## src/rtl/pipe_ctrl_pkg.sv

```systemverilog
// Shared definitions for the pipeline sequencer: FSM state encodings,
// the hard-wired zero register index and the source/destination compare.
package pipe_ctrl_pkg;

    typedef enum logic [1:0] {
        CTRL_RUN      = 2'b00,
        CTRL_LOAD_USE = 2'b01,
        CTRL_BUS_WAIT = 2'b10
    } ctrl_state_e;

    localparam logic [4:0] ZERO_REG = 5'd0;

    // A source operand depends on rd only when it names a real register.
    function automatic logic reg_match(input logic [4:0] src, input logic [4:0] rd);
        return (src != ZERO_REG) && (src == rd);
    endfunction

endpackage

```

## src/rtl/pipe_ctrl_sat_counter.sv

```systemverilog
// Saturating up-counter used for performance counters; stops at all-ones.
module sat_counter #(
    parameter int unsigned W = 32
) (
    input  logic         clk,
    input  logic         rst,
    input  logic         en,
    output logic [W-1:0] count
);

    logic [W-1:0] count_q;
    logic [W-1:0] count_d;

    // Next count: step only when enabled and not yet saturated.
    always_comb begin
        count_d = count_q;
        if (en && (count_q != '1)) begin
            count_d = count_q + 1'b1;
        end
    end

    // Counter register, cleared asynchronously by active-low reset.
    always_ff @(posedge clk or negedge rst) begin
        if (!rst) begin
            count_q <= '0;
        end else begin
            count_q <= count_d;
        end
    end

    assign count = count_q;

endmodule

```

## src/rtl/pipe_ctrl.sv

```systemverilog
// Pipeline sequencer: owns hold, flush and PC-redirect decisions for the
// 5-stage core. Outputs are Mealy-decoded from state and current inputs;
// only the bus timeout pulse is registered.
module pipe_ctrl
    import pipe_ctrl_pkg::*;
#(
    parameter int unsigned BUS_TIMEOUT = 255,
    parameter int unsigned CNT_W       = 32
) (
    input  logic             clk,
    input  logic             rst,
    input  logic             jump_en_i,
    input  logic [31:0]      jump_addr_i,
    input  logic [4:0]       id_rs1_addr_i,
    input  logic [4:0]       id_rs2_addr_i,
    input  logic [4:0]       ex_rd_addr_i,
    input  logic             ex_is_load_i,
    input  logic             bus_req_i,
    input  logic             bus_ack_i,
    output logic             hold_pc_o,
    output logic             hold_if_id_o,
    output logic             hold_id_ex_o,
    output logic             flush_if_id_o,
    output logic             flush_id_ex_o,
    output logic             jump_en_o,
    output logic [31:0]      jump_addr_o,
    output logic             bus_timeout_o,
    output logic [CNT_W-1:0] stall_cnt_o
);

    localparam logic [7:0] WAIT_LAST = 8'(BUS_TIMEOUT - 1);

    ctrl_state_e state_q, state_d;
    logic [7:0]  wait_cnt_q, wait_cnt_d;
    logic        bus_timeout_q, bus_timeout_d;

    logic load_use_hazard;
    logic bus_stall;

    assign load_use_hazard = ex_is_load_i && (ex_rd_addr_i != ZERO_REG) &&
                             (reg_match(id_rs1_addr_i, ex_rd_addr_i) ||
                              reg_match(id_rs2_addr_i, ex_rd_addr_i));
    assign bus_stall = bus_req_i && !bus_ack_i;

    // Next-state and Mealy output decode; reset forces every decoded output low.
    always_comb begin
        state_d       = state_q;
        wait_cnt_d    = wait_cnt_q;
        bus_timeout_d = 1'b0;
        hold_pc_o     = 1'b0;
        hold_if_id_o  = 1'b0;
        hold_id_ex_o  = 1'b0;
        flush_if_id_o = 1'b0;
        flush_id_ex_o = 1'b0;
        jump_en_o     = 1'b0;
        jump_addr_o   = '0;

        case (state_q)
            CTRL_RUN: begin
                // The cycle after a timeout ignores the still-pending request
                // so the front end gets one cycle of progress.
                if (bus_stall && !bus_timeout_q) begin
                    hold_pc_o    = 1'b1;
                    hold_if_id_o = 1'b1;
                    hold_id_ex_o = 1'b1;
                    wait_cnt_d   = '0;
                    state_d      = CTRL_BUS_WAIT;
                end else if (jump_en_i) begin
                    jump_en_o     = 1'b1;
                    jump_addr_o   = jump_addr_i;
                    flush_if_id_o = 1'b1;
                    flush_id_ex_o = 1'b1;
                end else if (load_use_hazard) begin
                    hold_pc_o     = 1'b1;
                    hold_if_id_o  = 1'b1;
                    flush_id_ex_o = 1'b1;
                    state_d       = CTRL_LOAD_USE;
                end
            end
            CTRL_LOAD_USE: begin
                if (bus_stall) begin
                    hold_pc_o    = 1'b1;
                    hold_if_id_o = 1'b1;
                    hold_id_ex_o = 1'b1;
                    wait_cnt_d   = '0;
                    state_d      = CTRL_BUS_WAIT;
                end else begin
                    state_d = CTRL_RUN;
                end
            end
            CTRL_BUS_WAIT: begin
                if (bus_ack_i) begin
                    state_d = CTRL_RUN;
                end else if (wait_cnt_q == WAIT_LAST) begin
                    hold_pc_o     = 1'b1;
                    hold_if_id_o  = 1'b1;
                    hold_id_ex_o  = 1'b1;
                    bus_timeout_d = 1'b1;
                    state_d       = CTRL_RUN;
                end else begin
                    hold_pc_o    = 1'b1;
                    hold_if_id_o = 1'b1;
                    hold_id_ex_o = 1'b1;
                    wait_cnt_d   = wait_cnt_q + 8'd1;
                end
            end
            default: begin
                state_d = CTRL_RUN;
            end
        endcase

        if (!rst) begin
            hold_pc_o     = 1'b0;
            hold_if_id_o  = 1'b0;
            hold_id_ex_o  = 1'b0;
            flush_if_id_o = 1'b0;
            flush_id_ex_o = 1'b0;
            jump_en_o     = 1'b0;
            jump_addr_o   = '0;
        end
    end

    // State, wait counter and registered timeout pulse.
    always_ff @(posedge clk or negedge rst) begin
        if (!rst) begin
            state_q       <= CTRL_RUN;
            wait_cnt_q    <= '0;
            bus_timeout_q <= 1'b0;
        end else begin
            state_q       <= state_d;
            wait_cnt_q    <= wait_cnt_d;
            bus_timeout_q <= bus_timeout_d;
        end
    end

    assign bus_timeout_o = bus_timeout_q;

    sat_counter #(
        .W(CNT_W)
    ) u_stall_cnt (
        .clk  (clk),
        .rst  (rst),
        .en   (hold_pc_o),
        .count(stall_cnt_o)
    );

endmodule
```

## config.mk

```make
export PLATFORM = sky130hd
export DESIGN_NAME = pipe_ctrl
export DESIGN_NICKNAME = d
export VERILOG_FILES = /design/src/rtl/pipe_ctrl_pkg.sv /design/src/rtl/pipe_ctrl_sat_counter.sv /design/src/rtl/pipe_ctrl.sv
export SDC_FILE = /design/constraint.sdc
export NUM_CORES = 1
export LEC_CHECK = 0
export BUFFER_PORTS_ARGS = -buffer_cell sky130_fd_sc_hd__buf_2
export CORE_ASPECT_RATIO = 1.4
export CORE_MARGIN = 3
export CORE_UTILIZATION = 40
export CTS_BUF_LIST = sky130_fd_sc_hd__clkbuf_16
export CTS_CLUSTER_DIAMETER = 50
export DETAILED_ROUTE_END_ITERATION = 16
export GPL_ROUTABILITY_DRIVEN = 0
export PLACE_DENSITY = 0.7
export SLEW_MARGIN = 15
export SYNTH_ARGS = -nofsm -noshare
export SYNTH_HDL_FRONTEND = slang
export SYNTH_SLANG_ARGS = --single-unit
```

## constraint.sdc

```tcl
create_clock -name clk -period 6.3 [get_ports clk]
set_input_delay 0.63 -clock clk [delete_from_list [all_inputs] [get_ports clk]]
set_output_delay 0.63 -clock clk [all_outputs]
set_load 0.05 [all_outputs]
```

==> reports/summary.txt, run 1 <==
outcome - completed
Avg Cell Area, Syn - 9.70 µm²
Fin. Hold Viols - 0
FF/Latch Area - 1080 µm²
worst path bufs/invs - 3
I/O Buffers - 123
GRT Total Usage - 18.2%
area grow syn2layout - 29.9%
sequential fraction of the synthesis area - 40.3%
post-route ant nets - 0
cells after synthesis - 275
most frequent cells after synthesis - 43 x dfrtp_1, 38 x xor2_1, 35 x and2_1, 29 x nand2_1, 16 x nor2_1
yosys warns - 0
Reg power frac - 42.7%
Primary FF master, synth - dfrtp_1
power per cell area - 219 nW/µm²
vias in the first global route - 2451
DPL Wire Length - 5390 µm
fin cells - 471
RSZ-0062 raised after global routing - false
largest net degree at the start of global routing - 47
Clock power frac - 31.2%
CP max FO - 46
CP top delay family - buffers and inverters
clk_lat worst skew - 0.28 ns
DRT met1 WL - 2510 µm
fmax - 356 MHz
die height - 103 µm
Core Util, Final - 54.7%
root buffer cell - clkbuf_16
setup_tns - 0 ns
CP arrival - 2.18 ns
share of cells above drive strength 1 - 39.6%
Synth area leader - dfrtp_1
FILL cells - 592
asr flop ratio synth - 100%
Pwr Total - 758 µW
Initial Utilization - 42.1%
CORE AREA - 6340 µm²
leading post-synthesis cells by cell area - dfrtp_1 40%, xor2_1 12%, and2_1 8.2%
multi-input logic area - 1510 µm²
post-cts gate resize count - 0
Yosys cell types - 39
Tcrit/Tclk final - 44.6%
CTS Buf Count - 5
CP max stage cell - buf_4
final setup fails - 0
clk buf depth - 2
Die X-Extent - 75.0 µm
Total Nets Final - 456
Internal - 494 µW
crit-path max cell delay - 0.46 ns
Switching Fraction - 34.8%
routed wl met2 - 3680 µm
routed wl met3 - 432 µm
CTS tree - done
crit path capture type - output pin
Net Sw Power - 263 µW
syn nets - 331
first-pass GRT wire length - 10900 µm
Overflow after GRT - 0
n_diodes - 0
Cells after DPL - 465
num ports - 124
Worst setup SP type - input port
initial antenna violation count - 0
full die area - 7700 µm²
type of the tightest min-delay check - in2async
hold-fix buffers at CTS - 0
maximum VDD drop - 103 µV
postcts setup bufs - 0
row count - 34
vias per inst - 5.18
Routed WL - 6710 µm
combinational fraction of design power - 26.1%
Avg WL per Cell - 14.3 µm
crit-path most repeated cell - buf_2
initial DRC count - 111
Final min period - 2.81 ns
clk slew on worst S/H paths - 0.06 ns
H-tree level count - 2
skew final - 0.00384 ns
synthesis-stage register bit count - 43
number of flops mapped to enable cells by yosys - 0
DR pass1 iterations - 4
CTS Sinks - 43
maxcap violations - 0
worst path cell trace - buf_2 > buf_4 > nor2b_1 > a222oi_1 > nor2_1 > buf_2
DRC viols - 0
Post-Syn Area - 2670 µm²
vias - 2440
most frequent cell after synthesis - dfrtp_1
crit path kind - in2out
worst slew pin tran - 0.843 ns
Final Slew Violations - 0
Highest Signal Layer - met4
top-area cell type share of the netlist area - 40.3%
CP Data Required Time - 5.67 ns
Leakage - 1.84 nW
relative slew slack - 43.4%
-- state kept, by name (all words and copies together) (netlist names) --
register and flops:
wait_cnt_q 8, state_q 2, bus_timeout_o 1, u_stall_cnt.count 32
-- power by group through the flow --
stage                     registers [mW]  clock network (mW)  logic (mW)
after global routing               0.327               0.253       0.216
after floorplan                    0.371                   0      0.0937
after detailed placement           0.328                   0       0.200
after global placement             0.328                   0       0.198
after CTS                          0.323               0.240       0.200
final                              0.323               0.237       0.198
-- layout make-up --
type | count | share of cell area (%)
multi-input cells | 219 | 43.7
flip-flops and latches | 43 | 31.1
repair buffers | 126 | 18.4
clock buffers | 5 | 3.61
well taps | 72 | 2.60
inverters | 5 | 0.542
clock inverters | 1 | 0.108
-- path summary, 6_finish.rpt --
kind	to	slack, ns	start	cells after the start
setup / recovery	hold_if_id_o	3.49	rst	6
hold / removal	u_stall_cnt.count[7]	0.43	rst	2
setup reg to reg	u_stall_cnt.count[22]	3.89	u_stall_cnt.count[0]	8
hold reg to reg	u_stall_cnt.count[21]	0.48	u_stall_cnt.count[21]	1
max in group asynchronous	u_stall_cnt.count[6]	5.48	rst	2
min in group clk	u_stall_cnt.count[21]	0.48	u_stall_cnt.count[21]	1
-- layout by cell type, fill, tap and decap left out, types with 2 or more instances in the layout --
cell type / n
xor2_1: 38
nand2_1: 29
or4_1: 3
inv_1: 6
nor2_1: 16
clkbuf_16: 5
o21ai_1: 3
dfrtp_1: 43
nor3_2: 12
ha_1: 3
o21ai_0: 2
and2_1: 35
nand3_1: 11
or3_1: 2
or2_2: 3
nand2b_1: 4
nand4_1: 11
nor2b_1: 2
buf_2: 123
or2_1: 2
buf_4: 3
nor3_1: 6
xnor2_1: 7
nor4_1: 3
nor4_2: 9
and3_1: 5
-- worst reg2reg max path: stages (launching register included) --
cell and delay (ns):
dfrtp_1 0.40, ha_1 0.24, nand4_1 0.13, or4_1 0.49
nor4_2 0.23, or3_1 0.15, buf_4 0.35, nor3_1 0.14
xor2_1 0.16
-- logic make-up (layout without fill, tap and decap cells) --
logic type	after synthesis	count (layout)	synth area share [%]
XOR/XNOR	45	45	14.8
adder cells (fa/ha/maj)	3	3	1.41
AO/OA/AOI/OAI	11	11	2.72
multiplexers	1	1	0.375
AND/OR/NAND/NOR	159	159	37.4
flip-flops	43	43	40.3
buffers and inverters	13	137	2.95
-- per-layer routing --
metal  track usage (%)  vias to the layer above
li1                  -                     1186
met1              20.3                     1139
met2              33.8                      106
met3              3.71                        9
met4              5.75                        0
met5                 0                        -
-- metrics by stage --
stage	worst slack, ns	instance area, µm²	hold slack (ns)
floorplan	3.37	2670	0.334
global placement	3.52	3340	0.474
detailed placement	3.45	3340	0.478
CTS	3.45	3460	0.461
global route	3.26	3460	0.483
finish	3.49	3460	0.432
Note: power is estimated with default switching activity, not from simulation.
==> inputs of run 2 (changes only) <==
==> constraint.sdc (replaced) <==
create_clock -name clk -period 2.9 [get_ports clk]
set_input_delay 0.29 -clock clk [delete_from_list [all_inputs] [get_ports clk]]
set_output_delay 0.29 -clock clk [all_outputs]
set_load 0.05 [all_outputs]
==> run 2 against run 1 <==
  * Largest power group unchanged
  * Sequential power increased by 120%
  * Die area did not move
  * Core utilization rose by 0.99 points
==> reports/summary.txt, run 2 (synthesis results as in run 1) <==
maximum VDD drop - 221 µV (was 103 µV)
setup_tns - 0 ns (unchanged)
row count - 34 (unchanged)
Leakage - 1.86 nW (was 1.84 nW)
GRT Total Usage - 18.7% (was 18.2%)
DRC viols - 0 (unchanged)
initial DRC count - 129 (was 111)
Routed WL - 6820 µm (was 6710 µm)
final setup margin - 0.467 ns (was 3.49 ns)
CORE AREA - 6340 µm² (unchanged)
clk_lat worst skew - 0.28 ns (about the same)
DR pass1 iterations - 4 (unchanged)
clk buf depth - 2 (unchanged)
crit-path most repeated cell - buf_2 (unchanged)
crit path from - rst (unchanged)
fin cells - 474 (was 471)
most frequent cells in the layout - 123 x buf_2, 43 x dfrtp_1, 38 x xor2_1 (unchanged)
CP arrival - 2.14 ns (was 2.18 ns)
CTS Buf Count - 5 (unchanged)
Avg WL per Cell - 14.4 µm (was 14.3 µm)
Tcrit/Tclk final - 83.9%
Final min period - 2.43 ns
final setup fails - 0 (unchanged)
first-pass GRT wire length - 11200 µm (was 10900 µm)
clk slew on worst S/H paths - 0.06 ns (about the same)
vias - 2431 (was 2440)
hold slack - 0.204 ns (was 0.432 ns)
relative slew slack - 43.5% (was 43.4%)
Total Nets Final - 457 (was 456)
Final Slew Violations - 0 (unchanged)
initial antenna violation count - 0 (unchanged)
n_diodes - 0 (unchanged)
full die area - 7700 µm² (unchanged)
design area - 3530 µm² (was 3460 µm²)
largest net degree at the start of global routing - 41 (was 47)
Worst setup SP type - input port (unchanged)
CTS Sinks - 43 (unchanged)
max reg flops - 32 (unchanged)
Area after DPL - 3350 µm² (was 3340 µm²)
Fin. Hold Viols - 0 (unchanged)
hold-fix buffers at CTS - 1 (was 0)
worst r2r src - u_stall_cnt.count[0] (unchanged)
crit-path max cell delay - 0.55 ns (was 0.46 ns)
outcome - completed (unchanged)
num ports - 124 (unchanged)
area grow syn2layout - 32.2% (was 29.9%)
I/O Buffers - 123 (unchanged)
Cells after DPL - 465 (unchanged)
worst slack, placed - 0.582 ns (was 3.45 ns)
CP max FO - 7 (was 46)
postcts setup bufs - 0 (unchanged)
commonest non-fill, non-tap cell in the layout - buf_2 (unchanged)
vias in the first global route - 2429 (was 2451)
maxcap violations - 0 (unchanged)
worst path cell trace - dlygate4sd3_1 > buf_2 > nor2b_1 > a222oi_1 > nor2_1 > buf_2 (was buf_2 > buf_4 > nor2b_1 > a222oi_1 > nor2_1 > buf_2)
min-delay src - jump_en_i
post-route ant nets - 0 (unchanged)
DPL Wire Length - 5510 µm (was 5390 µm)
skew final - 0.00583 ns (was 0.00384 ns)
type of the tightest min-delay check - in2reg (was in2async)
Initial Utilization - 42.1% (unchanged)
vias per inst - 5.13 (was 5.18)
crit path kind - in2out (unchanged)
power per cell area - 503 nW/µm² (was 219 nW/µm²)
RSZ-0062 raised after global routing - false (unchanged)
fmax - 411 MHz
share of cells above drive strength 1 - 40.0% (was 39.6%)
die height - 103 µm (unchanged)
H-tree level count - 2 (unchanged)
crit path capture type - output pin (unchanged)
Overflow after GRT - 0 (unchanged)
CP max stage cell - dlygate4sd3_1 (was buf_4)
CP Data Required Time - 2.61 ns (was 5.67 ns)
root buffer cell - clkbuf_16 (unchanged)
Die X-Extent - 75.0 µm (unchanged)
worst slew pin tran - 0.840 ns (was 0.843 ns)
CTS tree - done (unchanged)
post-cts gate resize count - 0 (unchanged)
run 2: area by class of cell:
class / count / area, µm²
Fill cell: 573 / 2810
Timing Repair Buffer: 127 / 661
Inverter: 5 / 18.8
Clock inverter: 3 / 43.8
Clock buffer: 5 / 125
Multi-Input combinational cell: 219 / 1510
Sequential cell: 43 / 1080
Tap cell: 72 / 90.1
run 2: stage by stage:
step | total power [mW] | utilization (%)
final | 1.77 | 55.6
after global routing | 1.86 | 55.6
after CTS | 1.79 | 55.6
after detailed placement | 1.15 | 52.8
after global placement | 1.15 | 52.8
after floorplan | 1.01 | -
run 2: report_power, final:
group          leakage [nW]  internal, mW  switching (mW)
Clock                0.0838         0.406           0.231
Combinational          1.21         0.126           0.310
Sequential            0.573         0.644          0.0572
Total                  1.86          1.18           0.598
run 2: worst paths after layout:
path / end / slack, ns / cells past startpoint
max reg2reg: u_stall_cnt.count[20] / 0.70 / 8
min reg2reg: u_stall_cnt.count[21] / 0.48 / 1
max in group asynchronous: u_stall_cnt.count[29] / 1.78 / 3
max: hold_pc_o / 0.47 / 6
min in group asynchronous: bus_timeout_o / 0.40 / 2
min: state_q[0] / 0.20 / 2
run 2: worst max-delay path: cells and delay by family:
kind	cells	cell delay (ns)
buf+inv	3	0.98
compound gates	1	0.53
simple gates	2	0.34
run 2: per-layer routing:
metal	global-route usage, %	wire length, µm
met1	21.2	2570
met4	5.34	86
met2	35.1	3720
met5	0	0
met3	3.02	451
==> inputs of run 3 (changes only) <==
==> constraint.sdc (replaced) <==
create_clock -name clk -period 2.4 [get_ports clk]
set_input_delay 0.24 -clock clk [delete_from_list [all_inputs] [get_ports clk]]
set_output_delay 0.24 -clock clk [all_outputs]
set_load 0.05 [all_outputs]
==> run 3 against run 2 <==
  * Clock power rose by 18%
  * Final cell count is 1.3% higher
  * First-iteration DRC count is 0.78% higher
  * Critical endpoint is now u_stall_cnt.count[3]
  * Worst hold slack got worse by 0.13 ns
  * Routed wire length is 1.6% higher
  * Die area did not move
  * Register-to-register slack got worse by 0.47 ns
  * Largest cell class unchanged
  * Design area up 1.2%
  * Highest routed layer unchanged
  * Non-clock buffer count is 6 higher
==> reports/summary.txt, run 3 (synthesis results as in run 1) <==
outcome - completed (unchanged)
crit path capture type - register (was output pin)
Tcrit/Tclk final - 90.5%
Leakage - 1.89 nW (was 1.86 nW)
hold slack - 0.0743 ns (was 0.204 ns)
clk slew on worst S/H paths - 0.06 ns (about the same)
root buffer cell - clkbuf_16 (unchanged)
Pwr Total - 2.15 mW (was 1.77 mW)
vias - 2457 (was 2431)
CTS Sinks - 43 (unchanged)
final setup fails - 0 (unchanged)
Avg WL per Cell - 14.4 µm (about the same)
DRC viols - 0 (unchanged)
CP arrival - 2.33 ns (was 2.14 ns)
num ports - 124 (unchanged)
first-pass GRT wire length - 11100 µm (was 11200 µm)
CORE AREA - 6340 µm² (unchanged)
Final Slew Violations - 0 (unchanged)
hold-fix buffers at CTS - 0 (was 1)
CTS tree - done (unchanged)
crit path from - u_stall_cnt.count[5] (was rst)
setup_tns - 0 ns (unchanged)
Fin. Hold Viols - 0 (unchanged)
post-cts gate resize count - 0 (unchanged)
r2r setup slk - 0.23 ns (was 0.70 ns)
most frequent cells in the layout - 123 x buf_2, 40 x dfrtp_1, 38 x xor2_1 (was 123 x buf_2, 43 x dfrtp_1, 38 x xor2_1)
area grow syn2layout - 33.9% (was 32.2%)
worst path cell trace - nand4_1 > or4_1 > nor4_2 > or3_1 > buf_12 > nor2_1 > xor2_1 (was dlygate4sd3_1 > buf_2 > nor2b_1 > a222oi_1 > nor2_1 > buf_2)
postcts setup bufs - 0 (unchanged)
vias in the first global route - 2474 (was 2429)
Worst setup SP type - register (was input port)
CP Depth - 7 (was 6)
type of the tightest min-delay check - in2async (was in2reg)
crit-path max cell delay - 0.60 ns (was 0.55 ns)
CTS Buf Count - 5 (unchanged)
initial DRC count - 130 (was 129)
CP max FO - 27 (was 7)
largest net degree at the start of global routing - 45 (was 41)
worst r2r src - u_stall_cnt.count[5] (was u_stall_cnt.count[0])
I/O Buffers - 123 (unchanged)
post-route ant nets - 0 (unchanged)
vias per inst - 5.12 (was 5.13)
n_diodes - 0 (unchanged)
fmax - 460 MHz
skew final - 0.00426 ns (was 0.00583 ns)
Overflow after GRT - 0 (unchanged)
worst path bufs/invs - 1 (was 3)
CP Data Required Time - 2.56 ns (was 2.61 ns)
worst reg2reg endpoint - u_stall_cnt.count[3] (was u_stall_cnt.count[20])
DR pass1 iterations - 4 (unchanged)
die height - 103 µm (unchanged)
FILL cells - 583 (was 573)
share of cells above drive strength 1 - 41.9% (was 40.0%)
GRT Total Usage - 18.8% (was 18.7%)
worst slew pin tran - 0.565 ns (was 0.840 ns)
RSZ-0062 raised after global routing - false (unchanged)
H-tree level count - 2 (unchanged)
Initial Utilization - 42.1% (unchanged)
maxcap violations - 0 (unchanged)
full die area - 7700 µm² (unchanged)
relative slew slack - 62.2% (was 43.5%)
row count - 34 (unchanged)
initial antenna violation count - 0 (unchanged)
CP max stage cell - or4_1 (was dlygate4sd3_1)
clk buf depth - 2 (unchanged)
Routed WL - 6930 µm (was 6820 µm)
max reg flops - 32 (unchanged)
clk_lat worst skew - 0.28 ns (about the same)
CP top delay family - simple AND/OR/NAND/NOR gates (was buffers and inverters)
maximum VDD drop - 326 µV (was 221 µV)
DPL Wire Length - 5550 µm (was 5510 µm)
Final min period - 2.17 ns
commonest non-fill, non-tap cell in the layout - buf_2 (unchanged)
power per cell area - 602 nW/µm² (was 503 nW/µm²)
Total Nets Final - 463 (was 457)
crit path kind - reg2reg (was in2out)
Die X-Extent - 75.0 µm (unchanged)
reg2reg path depth - 7 (was 8)
run 3: cell count changes in the layout (fill, tap and decap cells not counted):
cell           before  now
clkinv_4            1    0
nor2_1             16   15
dfrtp_1            43   40
buf_4               2    9
clkinv_1            0    1
dfrtp_2             0    3
dlygate4sd3_1       1    0
nor2_2              0    1
run 3: worst max-delay path by stage:
stage,endpoint,slack (ns)
after floorplan,u_stall_cnt.count[7],0.01
after global placement,u_stall_cnt.count[31],0.19
after detailed placement,u_stall_cnt.count[31],0.13
after CTS,u_stall_cnt.count[31],0.22
after global routing,u_stall_cnt.count[3],0.02
final,u_stall_cnt.count[3],0.23
run 3: through the flow:
step	utilization, %	area, µm²	worst slack [ns]	instances
final	56.3	3570	0.227	480
after global placement	53.8	3410	0.190	472
after global routing	56.3	3570	0.0246	480
after CTS	56.3	3570	0.216	480
after floorplan	-	2680	0.0129	275
after detailed placement	53.8	3410	0.134	472
run 3: cell type report:
cell class / count / area [µm²] / share of cell area [%]
repair buffers: 133 / 703 / 19.7
well taps: 72 / 90.1 / 2.52
clock inverters: 3 / 38.8 / 1.09
multi-input cells: 219 / 1520 / 42.4
clock buffers: 5 / 125 / 3.50
flip-flops and latches: 43 / 1080 / 30.2
inverters: 5 / 18.8 / 0.526
run 3: report_power, final:
group          switching [mW]  internal [mW]  leakage [nW]  total (mW)
logic                   0.384          0.166          1.24       0.550
registers              0.0645          0.782         0.569       0.846
clock network           0.269          0.485        0.0812       0.754
total                   0.717           1.43          1.89        2.15
run 3: metal layers:
metal  wire, µm  track usage [%]
met5          0                0
met1       2750             21.6
met2       3650             34.4
met4        108             6.03
met3        423             3.32
